File: src/rtl/adder_subtractor.sv
// -----------------------------------------------------------------------------
// adder_subtractor
//
// An n-bit two's-complement adder/subtractor with a registered result stage.
// It computes x+y or x-y from a single mode bit. Carry-out and signed overflow
// appear one clock later. Subtraction reuses the add chain: y is inverted
// bit-wise and the mode bit is fed in as the carry-in, so x + ~y + 1 = x - y.
//
// Parameters
//   n          operand/result width in bits (n >= 2)
//
// Ports
//   clk        rising-edge clock
//   rst_n      asynchronous active-low reset; clears all outputs
//   x          operand A
//   y          operand B
//   add_n      mode: 0 = add (x+y), 1 = subtract (x-y)
//   in_valid   capture x/y/add_n on this edge when high
//   s          registered result, low n bits (wraps modulo 2^n)
//   C_out      registered carry out of bit n-1 (subtract: 1 = no borrow)
//   overflow   registered signed-overflow flag
//   out_valid  high for one cycle after each accepted operation
// -----------------------------------------------------------------------------
module adder_subtractor #(
  parameter int n = 4
) (
  input  logic         clk,
  input  logic         rst_n,
  input  logic [n-1:0] x,
  input  logic [n-1:0] y,
  input  logic         add_n,
  input  logic         in_valid,
  output logic [n-1:0] s,
  output logic         C_out,
  output logic         overflow,
  output logic         out_valid
);

  // Conditionally inverted operand B, ripple sum and carry chain.
  // c[i] is the carry into bit i; c[n] is the carry out of the MSB.
  logic [n-1:0] b_eff;
  logic [n-1:0] sum;
  logic [n:0]   c;

  // Carry-in equals the mode bit: completes the two's-complement negation of y.
  assign c[0] = add_n;

  // Ripple chain of full-adder cells, one per bit.
  for (genvar i = 0; i < n; i++) begin : g_fa
    logic p;  // propagate term for this cell

    assign b_eff[i]  = y[i] ^ add_n;
    assign p         = x[i] ^ b_eff[i];
    assign sum[i]    = p ^ c[i];
    assign c[i + 1]  = (x[i] & b_eff[i]) | (c[i] & p);
  end

  // Signed overflow: the carry into the sign bit differs from the carry out.
  logic overflow_d;
  assign overflow_d = c[n] ^ c[n-1];

  // Result register. Outputs hold between accepted operations; only out_valid
  // tracks in_valid every cycle.
  // NOTE: sequential state uses non-blocking assignments so every register
  // samples the pre-edge values, independent of statement order.
  always_ff @(posedge clk or negedge rst_n) begin
    if (!rst_n) begin
      s         <= '0;
      C_out     <= 1'b0;
      overflow  <= 1'b0;
      out_valid <= 1'b0;
    end else begin
      out_valid <= in_valid;
      if (in_valid) begin
        s        <= sum;
        C_out    <= c[n];
        overflow <= overflow_d;
      end
    end
  end

endmodule

File: config.mk
export PLATFORM = sky130hd
export DESIGN_NAME = adder_subtractor
export DESIGN_NICKNAME = d
export VERILOG_FILES = /design/src/rtl/adder_subtractor.sv
export SDC_FILE = /design/constraint.sdc
export NUM_CORES = 1
export LEC_CHECK = 0
export CORE_AREA = 2 2 39 41
export DETAILED_ROUTE_END_ITERATION = 12
export DIE_AREA = 0 0 41 43
export MAX_ROUTING_LAYER = met4
export PLACE_DENSITY_LB_ADDON = 0.2
export SETUP_SLACK_MARGIN = 0.3
export SLEW_MARGIN = 40
export SYNTH_ARGS = -nofsm -noshare
export SYNTH_HDL_FRONTEND = slang
export SYNTH_SLANG_ARGS = --single-unit
File: constraint.sdc
create_clock -name clk -period 0.8 [get_ports clk]
set_input_delay 0.08 -clock clk [delete_from_list [all_inputs] [get_ports clk]]
set_output_delay 0.08 -clock clk [all_outputs]
set_load 0.005 [all_outputs]
==> impl_metrics.ini, run 1 <==
[power_and_ir_drop]
combPwrFrac_pct = 41.8
peakVddDrop_uv = 654.3
clkPwrFrac_pct = 23.0
seq_power_share_pct = 35.1
leakage_nw = 0.3554
p_switching_mw = 0.3530
switching_share_pct = 25.93
power_density_nw_per_um2 = 1892
p_int_mw = 1.008
power.total_mw = 1.361

[clock_tree]
cts_root_buf = clkbuf_4
cts_tree = yes
path_clk_slew_ns = 0.05
cts_buffer_depth = 2
worstSkewPairLatency_ns = 0.25
cts_buffers = 3
cts_sinks = 7
htree_levels = 1
cts_hold_buf = 0

[route]
routed_via_density = 3.950
route.detailed.wl_per_inst_microns = 10.01
ant_nets = 0
num_vias = 316
drt_iter0_drc = 0
drc = 0
wirelength_microns = 801
first_pass_iters = 1

[yosys]
syn_nets = 43
synth.top_cell.area_share_pct = 44.30
post-synth-top-area-cell = dfrtp_1
synth.distinct_cells = 11
netlist_area_sq_um = 395.4
synth_warnings = 0
syn_area_per_cell_sq_um = 14.12
synth_area_leaders = dfrtp_1, fa_1, mux2_4
synth-seq-cells = 7
ys_seq_area_share_pct = 44.30
synth_cells = 28

[timing]
rsz0062_at_grt = true
finalCriticalPeriod_ns = 1.712
maxSlewHeadroom_pct = 79.98
drv_slew = 0
fin_crit_sh_pct = 214.0
fmax_mhz = 584.1
clock_skew_ns = 0
worst-slew-pin-transition_ns = 0.2994
timing.final.ws_setup_ns = -0.9121
whs_ns = 0.08323
setup_viol = 12
hold_viol = 0

[worst_setup_path]
slowest_stage = fa_2
crit_chain = buf_6 -> mux2_4 -> fa_2 -> inv_2 -> fa_2 -> inv_2 -> fa_2 -> xnor2_1 -> mux2_4
path_class = input port to flop
worst_setup_path_start_kind = input port
max_stage_delay_ns = 0.34
endpoint_kind = flop
critPathMaxFanout = 2
crit_arrival_ns = 1.84
crit_top_cell = fa_2
cp.required_ns = 0.93

[global_routing]
grt_use_met1_pct = 11.33
grt_max_degree = 8
antenna_found_initial = 0
grt.total_usage_pct = 12.28
overflow = 0
grt_pass1_wl_microns = 1331
grt_util_met3_pct = 0
use_met2_pct = 20.63
grt_pass1_vias = 359
top_usage_layer = met2

[cells_and_area]
n_antenna_cell = 0
nets = 80
final_cell_mix = buf_4, buf_2, dfrtp_1
area.growth.synth_to_final_pct = 81.96
layout_commonest_cell = buf_4
drive_above_1_share_pct = 65.63

[floorplan]
die_h_microns = 43
core_area_sq_um = 1384
io_pins = 19
initial_core_util_pct = 28.57
rows = 14
die_area_sq_um = 1763
die_x_microns = 41

[run_status]
status = finished, violations left
violations = setup timing

[place]
pre_cts_ws_ns = -1.628
port_buffers = 18
routabilityCongestion = 0.5844

[run]
maxCapViolations = 0

[min_path]
min-delay-path-class = input port to async pin
## metal layers
layer  vias to the layer above  part of all wire, %
met1                       143                   36
met2                        14                   57
met4                         0                    0
met5                         -                    0
met3                         0                  6.7
li1                        159                    -
## logic make-up (layout without fill, tap and decap cells)
logic type / Yosys count / count (layout) / share of synthesized area [%]
AO/OA/AOI/OAI: 1 / 1 / 1.265
AND/OR/NAND/NOR: 1 / 1 / 0.9485
buffers and inverters: 5 / 41 / 6.644
XOR/XNOR: 5 / 5 / 11.08
multiplexers: 6 / 6 / 20.57
adder cells (fa/ha/maj): 3 / 3 / 15.19
flip-flops: 7 / 7 / 44.30
## worst paths after layout
path | start | endpoint | slack (ns) | cells past startpoint
worst max-delay path | y[0] | overflow | -0.91 | 9
worst min-delay path | rst_n | s[3] | 0.08 | 1
worst max register to register | overflow | overflow | -0.08 | 2
worst min register to register | C_out | C_out | 0.59 | 2
max in group asynchronous | rst_n | out_valid | 0.49 | 1
min in group clk | x[0] | s[0] | 0.23 | 4
## what timing repair did
item,CTS,global route
pin swaps,6,6
endpoints found under the hold margin,0,0
buffers inserted,4,0
gates resized for setup,52,3
endpoints found under the setup margin,14,13
## cell type report
class	count	area (sq um)
tap	16	20.02
inverter	4	15.01
timing repair buffer	33	259.0
sequential	7	175.2
fill	131	664.4
clock buffer	4	26.28
multi-input combinational	16	224.0
## sequential cells by signal (all words and copies together) (netlist names)
signal,flops
s,4
C_out,1
out_valid,1
overflow,1
## critical path, delay by kind of cell
kind / cells / cell delay, ns
buffers and inverters: 3 / 0.20
multiplexers: 2 / 0.55
adder cells (fa/ha/maj): 3 / 0.89
XOR/XNOR: 1 / 0.13
## cells in the mapped netlist
library cell  count
xnor2_1           3
nor2_1            1
inv_1             4
mux2_2            1
mux2_4            4
xor2_1            2
buf_6             1
a21oi_1           1
dfrtp_1           7
mux2i_1           1
fa_1              3
## through the flow
| stage | area, sq um | setup TNS, ns | cells | utilization, % |
|---|---|---|---|---|
| floorplan | 406.6 | -3.821 | 28 | - |
| global placement | 678.2 | -7.562 | 72 | 49.01 |
| detailed placement | 678.2 | -7.961 | 72 | 49.01 |
| CTS | 716.9 | -3.891 | 80 | 51.81 |
| global route | 719.4 | -3.901 | 80 | 51.99 |
| finish | 719.4 | -3.391 | 80 | 51.99 |
## power by group through the flow
stage | clock network, mW | registers [mW] | logic [mW]
global placement | 0 | 0.481 | 0.579
global route | 0.339 | 0.489 | 0.636
CTS | 0.328 | 0.481 | 0.574
detailed placement | 0 | 0.490 | 0.593
finish | 0.314 | 0.478 | 0.569
floorplan | 0 | 0.490 | 0.207
(Power assumes the default switching activity.)
==> run 2, diff against run 1 <==
==> constraint.sdc (replaced) <==
create_clock -name clk -period 0.8 [get_ports clk]
set_input_delay 0.08 -clock clk [delete_from_list [all_inputs] [get_ports clk]]
set_output_delay 0.08 -clock clk [all_outputs]
set_load 0.02 [all_outputs]
==> run 2 against run 1 <==
  * The flow still finishes with violations (setup timing)
  * Non-clock buffer count shrank 5
  * Total power increased by 10%
  * Setup slack worse by 0.035 ns
  * Count of clock-buffer cells in the layout unchanged
==> impl_metrics.ini, run 2 (same netlist as run 1, synthesis figures left out) <==
[timing]
whs_ns = 0.09106
hold_viol = 0
finalCriticalPeriod_ns = 1.748
maxSlewHeadroom_pct = 80.04
finalSetupTns_ns = -3.719
worst-slew-pin-transition_ns = 0.2985
clock_skew_ns = 0
timing.final.ws_setup_ns = -0.9475
rsz0062_at_grt = true
fin_crit_sh_pct = 218.4
drv_slew = 0
fmax_mhz = 572.2
setup_viol = 12

[cells_and_area]
largest-register = s
utilization_pct = 51.18
area.growth.synth_to_final_pct = 79.11
final_cells = 75
final_cell_mix = buf_6, buf_4, dfrtp_2, mux2_4, clkdlybuf4s50_1
multi_input_area_sq_um = 207.7
n_antenna_cell = 0
drive_above_1_share_pct = 67.80
ff_latch_area_sq_um = 181.4
layout_commonest_cell = buf_6
largest_register_ffs = 4
nets = 75
fillers = 128

[power_and_ir_drop]
peakVddDrop_uv = 722.9
leakage_nw = 0.3368
power_density_nw_per_um2 = 2116
power.total_mw = 1.498

[worst_setup_path]
path_class = input port to flop
worst_setup_path_start_kind = input port
slowest_stage = fa_2
cp.required_ns = 0.92
r2r_end = s[1]
r2r_cells = 2
r2r-start = s[1]
critical-path-top-delay-family = adder cells
crit_top_cell = fa_2
critPathLaunch = y[0]
critical_path_buf_inv_count = 3
reg2reg_slack_ns = -0.10
max_stage_delay_ns = 0.35
crit_arrival_ns = 1.87
critical_path.endpoint = overflow
endpoint_kind = flop
crit_chain = buf_6 -> mux2_4 -> fa_2 -> inv_2 -> fa_2 -> inv_2 -> fa_2 -> xnor2_1 -> mux2_4
critPathMaxFanout = 2
path_depth = 9

[route]
num_vias = 305
ant_nets = 0
routed_via_density = 4.067
drt_iter0_drc = 1
first_pass_iters = 3
wirelength_microns = 726
drc = 0
route.detailed.wl_per_inst_microns = 9.680

[floorplan]
rows = 14
io_pins = 19
die_area_sq_um = 1763
die_x_microns = 41
core_area_sq_um = 1384
die_h_microns = 43
initial_core_util_pct = 28.57

[clock_tree]
cts_tree = yes
cts_root_buf = clkbuf_4
cts_sinks = 7
path_clk_slew_ns = 0.05
htree_levels = 1
worstSkewPairLatency_ns = 0.24
cts_hold_buf = 0
cts_buffers = 3
cts_buffer_depth = 2

[run]
maxCapViolations = 0

[global_routing]
grt.total_usage_pct = 11.46
grt_pass1_wl_microns = 1248
overflow = 0
grt_pass1_vias = 327
antenna_found_initial = 0
grt_max_degree = 8

[place]
dp_cells = 68
hpwl_microns = 635.6
port_buffers = 18
routabilityCongestion = 0.5839

[min_path]
min-delay-path-class = input port to async pin

[run_status]
violations = setup timing
status = finished, violations left
[run 2: changes by cell type in the layout (fill, tap and decap cells not counted)]
cell / change
buf_2: -8
xor2_1: +1
buf_4: -3
xor2_2: -1
a21oi_2: -1
nor2_4: -1
clkbuf_2: +1
dfrtp_1: -5
dfrtp_2: +5
buf_6: +5
a21oi_1: +1
nor2_2: +1
[run 2: metal layers]
metal | track usage [%] | share of wire, % | wire, microns
met3 | 3.141 | 8.7 | 63
met2 | 15.63 | 52 | 375
met1 | 12.04 | 37 | 267
met5 | - | 0 | 0
met4 | 12.00 | 2.6 | 19
[run 2: what timing repair did]
action	4_1_cts	5_1_grt
pin swaps	5	3
gates resized for setup	61	3
buffers inserted	2	1
cloned	0	0
setup endpoints to repair	14	13
[run 2: through the flow]
| step | setup WS [ns] | area, sq um |
|---|---|---|
| 3_3_place_gp | -1.574 | 654.4 |
| 5_1_grt | -0.9784 | 708.2 |
| 3_5_place_dp | -1.622 | 654.4 |
| 2_1_floorplan | -1.035 | 412.9 |
| 6_report | -0.9475 | 708.2 |
| 4_1_cts | -0.9864 | 699.4 |
[run 2: how the worst min path moves through the flow]
stage | start | end
2_1_floorplan | rst_n | C_out
3_3_place_gp | rst_n | out_valid
3_5_place_dp | rst_n | out_valid
4_1_cts | rst_n | overflow
5_1_grt | rst_n | out_valid
6_report | rst_n | out_valid
[run 2: where the power goes]
group / total [mW] / internal [mW] / switching, mW
Clock: 0.300 / 0.189 / 0.111
Sequential: 0.507 / 0.448 / 0.0581
Combinational: 0.691 / 0.426 / 0.266
[run 2: layout make-up]
class	count	share of cell area, %
Sequential cell	7	25.62
Tap cell	16	2.827
Timing Repair Buffer	28	36.40
Clock buffer	4	3.710
Multi-Input combinational cell	16	29.33
Inverter	4	2.120
